[config.mk]
export PLATFORM = sky130hd
export DESIGN_NAME = ir_fetch_ctrl
export DESIGN_NICKNAME = d
export VERILOG_FILES = /design/src/rtl/ir_fetch_ctrl_pkg.sv /design/src/rtl/ir_fetch_ctrl_timeout_ctr.sv /design/src/rtl/ir_fetch_ctrl.sv
export SDC_FILE = /design/constraint.sdc
export NUM_CORES = 1
export LEC_CHECK = 0
export CAP_MARGIN = 30
export CORE_MARGIN = 3
export CORE_UTILIZATION = 40
export DETAILED_ROUTE_END_ITERATION = 8
export GPL_TIMING_DRIVEN = 0
export PLACE_DENSITY = 0.72
export SYNTH_ARGS = -nofsm -noshare
export SYNTH_HDL_FRONTEND = slang
export SYNTH_HIERARCHICAL = 1
export SYNTH_SLANG_ARGS = --single-unit
[constraint.sdc]
create_clock -name clk -period 1.8 [get_ports clk]
set_input_delay 0.27 -clock clk [delete_from_list [all_inputs] [get_ports clk]]
set_output_delay 0.27 -clock clk [all_outputs]
set_load 0.03 [all_outputs]
[src/rtl/ir_fetch_ctrl_pkg.sv]
// Shared encodings for the instruction-register fetch sequencer.
// State, IR control and wait-counter definitions used by ir_fetch_ctrl and its counter.
package ir_fetch_ctrl_pkg;

    typedef enum logic [2:0] {
        IDLE   = 3'd0,
        REQ_LO = 3'd1,
        REQ_HI = 3'd2,
        VALID  = 3'd3,
        ERR    = 3'd4
    } fetch_state_e;

    localparam logic [1:0] FS_CLEAR = 2'b00;
    localparam logic [1:0] FS_LOAD  = 2'b01;

    localparam logic L_H_LOW  = 1'b0;
    localparam logic L_H_HIGH = 1'b1;

    localparam int CNT_W = 8;

endpackage

[src/rtl/ir_fetch_ctrl_timeout_ctr.sv]
// Bus wait counter for one outstanding byte request.
// tc is raised during the last cycle a request may wait before the bus error is taken.
module fetch_timeout_ctr
    import ir_fetch_ctrl_pkg::*;
#(
    parameter int TIMEOUT = 15
) (
    input  logic             clk,
    input  logic             rst,
    input  logic             clr,
    input  logic             inc,
    output logic [CNT_W-1:0] cnt,
    output logic             tc
);

    always_ff @(posedge clk or posedge rst) begin
        if (rst)
            cnt <= '0;
        else if (clr)
            cnt <= '0;
        else if (inc)
            cnt <= cnt + CNT_W'(1);
    end

    // Terminal when this unacked wait brings the count up to TIMEOUT.
    assign tc = (cnt == CNT_W'(TIMEOUT - 1));

endmodule

[src/rtl/ir_fetch_ctrl.sv]
// Two-byte instruction fetch sequencer: requests PC and PC+1, steers each byte
// into the IR half, then hands the instruction to decode with valid/ack.
module ir_fetch_ctrl
    import ir_fetch_ctrl_pkg::*;
#(
    parameter int                ADDR_W   = 16,
    parameter logic [ADDR_W-1:0] RESET_PC = '0,
    parameter int                TIMEOUT  = 15
) (
    input  logic              clk,
    input  logic              rst,
    input  logic              start,
    input  logic              halt,
    input  logic              pc_load,
    input  logic [ADDR_W-1:0] pc_in,
    output logic              mem_rd_req,
    output logic [ADDR_W-1:0] mem_addr,
    input  logic              mem_rd_ack,
    output logic [1:0]        ir_funsel,
    output logic              ir_e,
    output logic              ir_l_h,
    output logic              instr_valid,
    input  logic              instr_ack,
    output logic [ADDR_W-1:0] pc,
    output logic              bus_err,
    input  logic              err_clr
);

    localparam logic [ADDR_W-1:0] PC_ONE = {{(ADDR_W-1){1'b0}}, 1'b1};

    fetch_state_e      state, state_nxt;
    logic [ADDR_W-1:0] pc_nxt;
    logic              cnt_clr, cnt_inc, cnt_tc;
    logic [CNT_W-1:0]  cnt;

    fetch_timeout_ctr #(.TIMEOUT(TIMEOUT)) u_tmo (
        .clk (clk),
        .rst (rst),
        .clr (cnt_clr),
        .inc (cnt_inc),
        .cnt (cnt),
        .tc  (cnt_tc)
    );

    always_ff @(posedge clk or posedge rst) begin
        if (rst) begin
            state <= IDLE;
            pc    <= RESET_PC;
        end else begin
            state <= state_nxt;
            pc    <= pc_nxt;
        end
    end

    assign mem_addr = pc;
    // The flag is sticky for exactly as long as the FSM sits in ERR.
    assign bus_err  = (state == ERR);

    always_comb begin
        state_nxt   = state;
        pc_nxt      = pc;
        cnt_clr     = 1'b0;
        cnt_inc     = 1'b0;
        mem_rd_req  = 1'b0;
        ir_e        = 1'b0;
        ir_funsel   = FS_CLEAR;
        ir_l_h      = L_H_LOW;
        instr_valid = 1'b0;

        // Redirect wins over any ack seen in the same cycle and clears the IR.
        if (pc_load && state != ERR) begin
            pc_nxt    = pc_in;
            cnt_clr   = 1'b1;
            ir_e      = 1'b1;
            ir_funsel = FS_CLEAR;
            state_nxt = (state == IDLE) ? IDLE : REQ_LO;
        end else begin
            case (state)
                IDLE: begin
                    cnt_clr = 1'b1;
                    if (start)
                        state_nxt = REQ_LO;
                end
                REQ_LO, REQ_HI: begin
                    mem_rd_req = 1'b1;
                    ir_l_h     = (state == REQ_HI) ? L_H_HIGH : L_H_LOW;
                    if (mem_rd_ack) begin
                        ir_e      = 1'b1;
                        ir_funsel = FS_LOAD;
                        pc_nxt    = pc + PC_ONE;
                        cnt_clr   = 1'b1;
                        state_nxt = (state == REQ_HI) ? VALID : REQ_HI;
                    end else begin
                        cnt_inc = 1'b1;
                        if (cnt_tc)
                            state_nxt = ERR;
                    end
                end
                VALID: begin
                    instr_valid = 1'b1;
                    cnt_clr     = 1'b1;
                    if (instr_ack)
                        state_nxt = halt ? IDLE : REQ_LO;
                end
                ERR: begin
                    cnt_clr = 1'b1;
                    if (err_clr)
                        state_nxt = IDLE;
                end
                default: begin
                    cnt_clr   = 1'b1;
                    state_nxt = IDLE;
                end
            endcase
        end
    end

endmodule

==> metrics.md <==
| Metric | Value |
|---|---|
| Status | `complete, but fails checks` |
| Failing checks | `negative setup slack` |
| Full die area | `5332 um2` |
| Post-synthesis mux area share | `1.184%` |
| Die width | `73.02 um` |
| Worst setup EP type | `primary output` |
| Pre-CTS WS | `-1078 ps` |
| P&R area growth vs syn | `60.79%` |
| Grt met1 use | `26.59%` |
| Startpoint Class | `register` |
| Synth Area in Compound Gates | `17.83%` |
| Clock root buffer | `clkbuf_8` |
| Dominant synthesized flop cell | `dfrtp_1` |
| Core footprint | `4173 um2` |
| Final setup viols | `2` |
| Crit path cell chain | `buf_6 -> buf_12 -> xor2_4 -> buf_12 -> nand2b_4 -> inv_4 -> buf_6` |
| Rows | `23` |
| CTS sink cnt | `27` |
| RSZ-0062 raised after global routing | `true` |
| Clock Path Buffers | `2` |
| Max Fanout on Critical Path | `3` |
| Ports | `63` |
| Worst setup path class | `register to primary output` |
| Antenna diode count | `0` |
| Pin count of the biggest net entering global routing | `20` |
| Simple-Gate Fraction of Synth Area | `23.47%` |
| First-pass GRT wire length | `7762 um` |
| Post-Syn Area per Cell | `8.895 um2` |
| FF-to-FF setup slack | `10 ps` |
| Syn Inst Count | `202` |
| Via count | `1836` |
| Gr busiest metal | `met2` |
| Share of cells above drive strength 1 | `31.51%` |
| Synth Warn # | `6` |
| FF-to-FF Start | `state[1]` |
| Fin worst setup slack | `-32.40 ps` |
| DRT iter0 DRCs | `140` |
| Detail Placement HPWL | `3398 um` |
| Measured slew at the worst slew-check pin | `754.5 ps` |
| Flops & latches, synth | `27` |
| Sequential area share after synthesis | `37.60%` |
| Crit path required time | `1530 ps` |
| Largest family of logic cells by synthesized area | `simple AND/OR/NAND/NOR gates` |
| CTS tree | `yes` |
| Die Ht | `73.02 um` |
| Max Clock Skew | `1.370 ps` |
| Post-synth EDFFs | `0` |
| Critical Path Max Stage Delay | `400 ps` |
| Via density | `5.368` |
| Hold WC Path Type | `input pin to async pin` |
| GRT overflow | `0` |
| Post-Route WL | `5016 um` |
| Worst-path cell with the longest stage delay | `dfrtp_1` |
| Endpoints failing hold | `0` |
| Met2 Usage GRT | `28.20%` |
| Cts hold-fix bufs | `0` |
| # DRC | `0` |
| Reg-to-reg endpoint | `mem_addr[10]` |
| Cell depth of the worst flop-to-flop path | `5` |
| Syn nets | `229` |
| Final ANT Viol Nets | `0` |
| Yosys cell types | `48` |
| Final Max Slew Viols | `0` |
| CP Data Arrival Time | `1560 ps` |
| Post-Synth Adder-Cell Area | `2.089%` |
| P_leak | `1.266 nW` |
| GR Util met3 | `2.755%` |
| IR drop worst, VDD | `794.3 uV` |
| Initial DRT Pass Iterations | `4` |
| Initial antenna violation count | `0` |
| Slew HR | `49.64%` |
| Fin crit share | `101.8%` |
| Total of max-cap violations | `0` |
| Clock slew at reported path FFs | `90 ps` |
| H-tree levels | `1` |
| Clock Latency Late Sink | `270 ps` |
| Gpl congestion | `0.8088` |
| PwrDens | `1154 nW/um2` |
| Starting Density | `43.06%` |
| Period minus WS final | `1832 ps` |
| PnR Total Power | `3.333 mW` |
| FMAX | `545.7 MHz` |
| Vias in the first global route | `1624` |
| Synth Area in XOR/XNOR | `5.223%` |
| Nets | `320` |
| Async SR Flop Fraction | `100.0%` |
| Port bufs | `60` |
| CTS buffer count | `3` |
| Post-synthesis instance area | `1797 um2` |
| Routed wire length per instance | `14.67 um` |
| GR Util All Layers | `18.61%` |
==> power breakdown <==
part           leakage, nW  switching (mW)  internal, mW  total [mW]
clock               0.0228           0.193         0.159       0.352
sequential           0.332           0.121         0.699       0.820
combinational        0.911            1.04          1.12        2.16
total                 1.27            1.36          1.98        3.33
==> per-stage QoR <==
stage | hold WS (ps) | std cells | area (um2) | setup TNS (ps) | utilization, %
finish | 272.1 | 342 | 2889 | -60.87 | 69.24
CTS | 287.3 | 331 | 2738 | -306.1 | 65.61
global placement | 540.6 | 312 | 2479 | -7370 | 59.40
floorplan | 85.66 | 202 | 1815 | 0 | -
global route | 304.8 | 342 | 2889 | -610.3 | 69.24
detailed placement | 551.3 | 312 | 2479 | -7758 | 59.40
==> cells in the final DEF (no fill, tap or decap), drive strengths merged, types with 7 or more instances in the layout <==
master / instances
o21ai: 12
nor2: 11
nand3: 8
dlygate4sd2: 7
clkdlybuf4s50: 38
nand2: 22
inv: 10
dfrtp: 27
o211ai: 8
dlymetal6s2s: 7
buf: 58
==> cell families after synthesis <==
| logic type | after synthesis |
|---|---|
| fa+ha+maj | 3 |
| flops | 27 |
| simple gates | 79 |
| xor+xnor | 9 |
| other cells | 1 |
| buf+inv | 37 |
| mux | 2 |
| compound gates | 44 |
==> worst max-delay path by stage <==
stage | startpoint | end | slack, ps
final | state[1] | ir_funsel[0] | -30
after CTS | state[1] | u_tmo/cnt[5] | -80
after floorplan | mem_addr[6] | mem_addr[8] | 3
after global placement | mem_rd_ack | ir_funsel[0] | -1080
after detailed placement | mem_rd_ack | ir_funsel[0] | -1080
after global routing | state[1] | ir_e | -110
==> layout make-up <==
type	instances	area, um2
well taps	50	62.56
plain buffers	24	185.2
clock buffers	4	45.04
fillers	320	1284
inverters	10	40.04
repair buffers	89	852.1
flip-flops and latches	27	685.7
multi-input cells	138	1018
==> critical path: cells and delay by family, from the launching register on <==
family	cells	cell delay, ps
flops	1	400
simple gates	1	60
buf+inv	5	590
xor+xnor	1	230
==> per-layer routing <==
layer	vias to the layer above	routed length (um)
li1	895	-
met1	874	2309
met2	61	2362
met3	6	272
met4	0	72
met5	-	0
==> cells in the mapped netlist, drive strengths merged (2+ instances only) <==
master	instances	area, um2
nand2b	4	25.02
nor3	4	20.02
ha	3	37.54
nand4	5	31.28
buf	22	166.4
dfrtp	27	675.7
o311ai	6	52.55
nor4	5	31.28
xnor2	5	51.30
a21oi	3	15.01
nand2	22	82.58
o211ai	8	60.06
inv	10	37.53
or3	5	31.28
nor2	11	41.29
xor2	4	42.55
or4	4	33.78
or3b	2	17.52
a22oi	5	37.54
o21ai	12	60.05
nor3b	2	15.01
nand3	8	40.04
clkbuf	5	18.77
a31oi	3	18.77
==> registers in the layout, indices dropped and copies added (netlist names) <==
name	count
u_tmo/cnt	8
mem_addr	16
state	3
==> timing repair <==
action,CTS,global route
setup buffers,16,13
endpoints found under the setup margin,33,29
resized for setup,54,27
pin swaps,11,13
Power figures use the tool's default switching activity.
